===== config.mk =====
export PLATFORM = sky130hd
export DESIGN_NAME = instr_fetch_flat
export DESIGN_NICKNAME = d
export VERILOG_FILES = /design/src/rtl/instr_fetch_if.sv /design/src/rtl/instr_fetch.sv /design/src/flat_wrapper.sv
export SDC_FILE = /design/constraint.sdc
export NUM_CORES = 1
export LEC_CHECK = 0
export CAP_MARGIN = 40
export CORE_MARGIN = 2
export CORE_UTILIZATION = 51
export CTS_CLUSTER_SIZE = 24
export DETAILED_ROUTE_END_ITERATION = 8
export GPL_ROUTABILITY_DRIVEN = 1
export GPL_TIMING_DRIVEN = 1
export PLACE_DENSITY_LB_ADDON = 0.15
export SLEW_MARGIN = 20
export SYNTH_ARGS = -nofsm -noshare
export SYNTH_HDL_FRONTEND = slang
export SYNTH_SLANG_ARGS = --single-unit

===== constraint.sdc =====
create_clock -name clk -period 3.5 [get_ports clk]
set_input_delay 0.35 -clock clk [delete_from_list [all_inputs] [get_ports clk]]
set_output_delay 0.35 -clock clk [all_outputs]
set_load 0.05 [all_outputs]

===== src/rtl/instr_fetch_if.sv =====
// Signal bundle for the fetch stage: program-memory read port, branch redirect
// input and the instruction-register handshake toward the decoder.
interface instr_fetch_if #(
    parameter int DATA_WIDTH    = 16,
    parameter int OPERAND_WIDTH = 11,
    parameter int ADDR_WIDTH    = 11
);
    localparam int OPCODE_WIDTH = DATA_WIDTH - OPERAND_WIDTH;

    logic                     mem_req;
    logic [ADDR_WIDTH-1:0]    mem_addr;
    logic [DATA_WIDTH-1:0]    mem_rdata;
    logic                     mem_ack;
    logic                     branch_en;
    logic [ADDR_WIDTH-1:0]    branch_addr;
    logic                     ir_valid;
    logic                     ir_ready;
    logic [OPCODE_WIDTH-1:0]  opcode_out;
    logic [OPERAND_WIDTH-1:0] operand_out;
    logic [ADDR_WIDTH-1:0]    pc_out;
    logic                     halted;

    modport master (
        output mem_req, mem_addr, ir_valid, opcode_out, operand_out, pc_out, halted,
        input  mem_rdata, mem_ack, branch_en, branch_addr, ir_ready
    );

    modport slave (
        input  mem_req, mem_addr, ir_valid, opcode_out, operand_out, pc_out, halted,
        output mem_rdata, mem_ack, branch_en, branch_addr, ir_ready
    );
endinterface


===== src/rtl/instr_fetch.sv =====
// Fetch stage of the accumulator CPU: req/ack instruction reads into an IR with valid/ready
// delivery and branch redirects. Define HALT_DETECT_EN to stop fetching after an opcode-0 word.
module instr_fetch #(
    parameter int DATA_WIDTH    = 16,
    parameter int OPERAND_WIDTH = 11,
    parameter int ADDR_WIDTH    = 11
) (
    input logic           clk,
    input logic           rst_n,
    instr_fetch_if.master bus
);
    typedef enum logic [1:0] {S_GAP, S_FETCH, S_VALID, S_HALT} state_t;

    state_t                  state;
    logic [ADDR_WIDTH-1:0]   pc;
    logic [ADDR_WIDTH-1:0]   mem_addr_q;
    logic [ADDR_WIDTH-1:0]   pc_out_q;
    logic [DATA_WIDTH-1:0]   ir;
    logic                    mem_req_q;
    logic                    ir_valid_q;
    logic                    discard;

`ifdef HALT_DETECT_EN
    logic                    halt_q;
    logic                    halt_word;

    assign halt_word  = (ir[DATA_WIDTH-1:OPERAND_WIDTH] == '0);
    assign bus.halted = halt_q;
`else
    assign bus.halted = 1'b0;
`endif

    // discard marks an open read whose address was overtaken by a branch; it must
    // still complete on the bus, but its data never reaches the IR.
    always_ff @(posedge clk or negedge rst_n) begin
        if (!rst_n) begin
            state      <= S_GAP;
            pc         <= '0;
            mem_addr_q <= '0;
            pc_out_q   <= '0;
            ir         <= '0;
            mem_req_q  <= 1'b0;
            ir_valid_q <= 1'b0;
            discard    <= 1'b0;
`ifdef HALT_DETECT_EN
            halt_q     <= 1'b0;
`endif
        end else begin
            case (state)
                S_GAP: begin
                    mem_req_q <= 1'b1;
                    state     <= S_FETCH;
                    if (bus.branch_en) begin
                        pc         <= bus.branch_addr;
                        mem_addr_q <= bus.branch_addr;
                    end else begin
                        mem_addr_q <= pc;
                    end
                end
                S_FETCH: begin
                    if (bus.mem_ack) begin
                        mem_req_q <= 1'b0;
                        discard   <= 1'b0;
                        if (bus.branch_en) begin
                            pc    <= bus.branch_addr;
                            state <= S_GAP;
                        end else if (discard) begin
                            state <= S_GAP;
                        end else begin
                            ir         <= bus.mem_rdata;
                            pc_out_q   <= mem_addr_q;
                            pc         <= pc + ADDR_WIDTH'(1);
                            ir_valid_q <= 1'b1;
                            state      <= S_VALID;
                        end
                    end else if (bus.branch_en) begin
                        pc      <= bus.branch_addr;
                        discard <= 1'b1;
                    end
                end
                S_VALID: begin
                    if (bus.branch_en) begin
                        ir_valid_q <= 1'b0;
                        pc         <= bus.branch_addr;
                        state      <= S_GAP;
                    end else if (bus.ir_ready) begin
                        ir_valid_q <= 1'b0;
`ifdef HALT_DETECT_EN
                        if (halt_word) begin
                            halt_q <= 1'b1;
                            state  <= S_HALT;
                        end else
`endif
                        begin
                            mem_req_q  <= 1'b1;
                            mem_addr_q <= pc;
                            state      <= S_FETCH;
                        end
                    end
                end
                default: begin
                    state <= S_HALT;
                end
            endcase
        end
    end

    assign bus.mem_req     = mem_req_q;
    assign bus.mem_addr    = mem_addr_q;
    assign bus.ir_valid    = ir_valid_q;
    assign bus.opcode_out  = ir[DATA_WIDTH-1:OPERAND_WIDTH];
    assign bus.operand_out = ir[OPERAND_WIDTH-1:0];
    assign bus.pc_out      = pc_out_q;
endmodule


===== src/flat_wrapper.sv =====
// flat-port wrapper written by rule: the top's interface ports become plain ports
module instr_fetch_flat 
#(
    parameter int DATA_WIDTH    = 16,
    parameter int OPERAND_WIDTH = 11,
    parameter int ADDR_WIDTH    = 11
)
  (clk, rst_n, bus_mem_req, bus_mem_addr, bus_ir_valid, bus_opcode_out, bus_operand_out, bus_pc_out, bus_halted, bus_mem_rdata, bus_mem_ack, bus_branch_en, bus_branch_addr, bus_ir_ready);
  instr_fetch_if #(.DATA_WIDTH(DATA_WIDTH), .OPERAND_WIDTH(OPERAND_WIDTH), .ADDR_WIDTH(ADDR_WIDTH)) bus_i ();
  input logic clk;
  input logic rst_n;
  output wire logic [$bits(bus_i.mem_req)-1:0] bus_mem_req;
  output wire logic [$bits(bus_i.mem_addr)-1:0] bus_mem_addr;
  output wire logic [$bits(bus_i.ir_valid)-1:0] bus_ir_valid;
  output wire logic [$bits(bus_i.opcode_out)-1:0] bus_opcode_out;
  output wire logic [$bits(bus_i.operand_out)-1:0] bus_operand_out;
  output wire logic [$bits(bus_i.pc_out)-1:0] bus_pc_out;
  output wire logic [$bits(bus_i.halted)-1:0] bus_halted;
  input wire logic [$bits(bus_i.mem_rdata)-1:0] bus_mem_rdata;
  input wire logic [$bits(bus_i.mem_ack)-1:0] bus_mem_ack;
  input wire logic [$bits(bus_i.branch_en)-1:0] bus_branch_en;
  input wire logic [$bits(bus_i.branch_addr)-1:0] bus_branch_addr;
  input wire logic [$bits(bus_i.ir_ready)-1:0] bus_ir_ready;
  assign bus_mem_req = bus_i.mem_req;
  assign bus_mem_addr = bus_i.mem_addr;
  assign bus_ir_valid = bus_i.ir_valid;
  assign bus_opcode_out = bus_i.opcode_out;
  assign bus_operand_out = bus_i.operand_out;
  assign bus_pc_out = bus_i.pc_out;
  assign bus_halted = bus_i.halted;
  assign bus_i.mem_rdata = bus_mem_rdata;
  assign bus_i.mem_ack = bus_mem_ack;
  assign bus_i.branch_en = bus_branch_en;
  assign bus_i.branch_addr = bus_branch_addr;
  assign bus_i.ir_ready = bus_ir_ready;
  instr_fetch #(.DATA_WIDTH(DATA_WIDTH), .OPERAND_WIDTH(OPERAND_WIDTH), .ADDR_WIDTH(ADDR_WIDTH)) u_core (.clk(clk), .rst_n(rst_n), .bus(bus_i));
endmodule

==> impl_metrics.csv <==
group,metric,value,unit
status,outcome,"finished, final reports clean",
clocking,htree_num_levels,2,
drt,remaining_drc_errors,0,
logic_synthesis,ys_top_cells_by_area,"dfrtp_1, mux2_2, a21oi_1",
power,leakage,1.47,nW
logic_synthesis,synth_top_area_cell,"dfrtp_1",
logic_synthesis,yosys.area.top_type_share,0.527,
clocking,numCtsBuffers,5,
logic_synthesis,ys_ff_latch,54,
floorplanning,ios,73,
worst_setup_path,cp_max_fo,12,
clocking,max-clock-path-buffers,2,
drt,drt-pass1-iter-count,5,
cells_and_area,num-fill-cells,381,
power,p_seq_frac,0.328,
floorplanning,start_util,0.535,
worst_setup_path,cpMaxStageDelayCell,"clkdlybuf4s50_1",
drt,detail-route-antenna-nets,0,
cells_and_area,area_growth_syn_to_layout,34.4,%
power,power.internal,1.95,mW
timing,slew_viol_final,0,
logic_synthesis,yosysWarnings,0,
power,total_power,3.67,mW
logic_synthesis,synth-edff-count,0,
power,p_sw,1.72,mW
min_path,min_path_type,"in -> async",
clocking,clk_latency,0.30,ns
clocking,clkSinkCount,54,
logic_synthesis,syn-mean-instance-area,10.5,um2
worst_setup_path,ff2ff_path_depth,4,
floorplanning,core,0.00479,mm2
worst_setup_path,timing.rr.start,"u_core.state[0]",
place,io_buffer_count,71,
timing,skew,0.00545,ns
logic_synthesis,ys_seq_area_frac,0.527,
worst_setup_path,r2r_end,"u_core.pc[9]",
place,dpl.hpwl,4.35,mm
worst_setup_path,cp_cell_sequence,"clkdlybuf4s50_1 -> nand2b_1 -> or4_4 -> or4_1 -> nand3_1",
run,cap_violations,0,
logic_synthesis,async_flop_share,1.00,
global_routing,grt.total_usage,0.220,
floorplanning,dieArea,0.00561,mm2
power,p_sw_frac,0.469,
drt,vias_per_cell,5.44,
place,dpl_cell_area,0.00329,mm2
global_routing,grt_overflow_total,0,
floorplanning,placementRows,25,
logic_synthesis,synth_cell_types,48,
floorplanning,die_h,74.9,um
cells_and_area,drive_above_1_share,0.141,
worst_setup_path,critPathRequiredTime,3.74,ns
place,gp_congestion,0.879,
worst_setup_path,endpoint_kind,"register",
power,combPwrFrac,0.537,
timing,holdWs,0.463,ns
power,powerDensity,1070,mW/mm2
drt,drt_wl_total,5.81,mm
global_routing,grt_pass1_wl,9.36,mm
power,p_clk_frac,0.136,
clocking,clk_pin_slew,0.09,ns
clocking,cts_resized,0,
timing,tightest_slew,0.658,ns
worst_setup_path,path_class,"in -> reg",
power,ir_worst_vdd,0.551,mV
global_routing,grt_pass1_vias,1929,
global_routing,antenna_found_initial,0,
timing,rsz0062_at_grt,"no",
clocking,cts-root-buf,"clkbuf_8",
cells_and_area,fin_nets,344,
timing,fin_crit,2.03,ns
timing,slew-limit-headroom,0.557,
worst_setup_path,cp.arrival,2.27,ns
logic_synthesis,syn_area,0.00256,mm2
timing,fmax,0.492,GHz
global_routing,grt_max_degree,41,
worst_setup_path,r2r_setup_slack,1.57,ns
timing,hold_viol_final,0,
logic_synthesis,synth_nets,276,
timing,setup_viol,0,
timing,period_share,0.581,
cells_and_area,stdcell_area,0.00344,mm2
logic_synthesis,synth_flop_cell,"dfrtp_1",
drt,dr_total_vias,2061,
timing,fin_tns_setup,0,ns
cells_and_area,fin_util,0.719,
floorplanning,die-width,74.9,um
drt,drtIter0Drc,128,
worst_setup_path,worstSetupStartpointType,"input port",
logic_synthesis,synthCells,243,
drt,wl_per_cell,15.3,um
worst_setup_path,crit_path_max_incr_delay,0.58,ns
cells_and_area,antenna_cells,0,
clocking,cts_tree,"built",
==> logic make-up (layout without fill, tap and decap cells) <==
group                    count (synthesis)  count (layout)  synth area share
other                                    1               1           0.00146
flip-flops                              54              54             0.527
multiplexers                            28              28             0.123
AND/OR/NAND/NOR                         75              75             0.141
AO/OA/AOI/OAI                           63              63             0.158
adder cells (fa/ha/maj)                  1               1           0.00488
buffers and inverters                   21              90            0.0454
==> layout by cell type, fill, tap and decap left out, drive strengths merged, types with 5 or more instances in the layout <==
cell	instances
a21oi	22
buf	5
clkbuf	6
clkdlybuf4s50	70
dfrtp	54
inv	6
mux2	27
nand2	29
nand2b	6
nor2	19
o21ai	9
o31ai	9
==> cell usage after synthesis (all sizes together) (6+ instances only) <==
master	count
o21ai	9
a21oi	22
nand2	29
mux2	27
inv	6
nor2	19
dfrtp	54
clkbuf	6
buf	9
nand2b	6
o31ai	9
==> layer usage <==
layer	global-route usage	wire (um)	vias to the layer above
met3	0.0415	357	6
li1	-	-	1003
met4	0.0556	51	0
met5	0	0	-
met1	0.301	2550	977
met2	0.365	2850	75
==> power groups by stage <==
stage | Clock, mW | Sequential (mW) | Combinational, mW
finish | 0.498 | 1.20 | 1.97
global route | 0.533 | 1.25 | 2.09
CTS | 0.508 | 1.20 | 1.98
detailed placement | 0 | 1.21 | 1.98
global placement | 0 | 1.20 | 1.94
floorplan | 0 | 1.89 | 0.653
==> registers in the layout (all words and copies together), names as in the netlist <==
register	cells
u_core.bus.pc_out	11
u_core.pc	11
u_core.ir	16
u_core.bus.mem_addr	11
u_core.bus.ir_valid	1
u_core.bus.mem_req	1
u_core.discard	1
u_core.state	2
==> per-stage QoR <==
step	setup slack (ns)	cells
floorplan	1.86	243
global placement	1.20	370
detailed placement	1.17	370
CTS	1.49	379
global route	1.30	379
finish	1.47	379
==> area by class of cell <==
cell class                 instances  area, um2  share of cell area
clock buffer                       6       82.6              0.0240
tap                               67       83.8              0.0243
clock inverter                     2       60.1              0.0174
timing repair buffer              76        746               0.217
sequential                        54       1350               0.392
inverter                           6       25.0             0.00727
multi-input combinational        168       1090               0.318
==> worst max-delay path by stage <==
stage | start | to | slack (ns) | cells past startpoint
detailed placement | bus_branch_en | u_core.pc[9] | 1.17 | 5
global placement | bus_branch_en | u_core.pc[9] | 1.20 | 5
global route | bus_branch_en | u_core.bus.mem_addr[3] | 1.30 | 5
CTS | bus_branch_en | u_core.pc[9] | 1.49 | 5
finish | bus_branch_en | u_core.pc[9] | 1.47 | 5
floorplan | bus_mem_ack | u_core.pc[9] | 1.86 | 5
==> critical path, delay by kind of cell <==
kind                   cells  cell delay, ns
buffers and inverters      1            0.58
AND/OR/NAND/NOR            4            1.34
==> what timing repair did <==
action                     in CTS  in global routing
hold endpoints to repair       14                  0
setup endpoints to repair       0                  0
setup buffers                   0                  0
hold buffers                    1                  0
(Power assumes the default switching activity.)
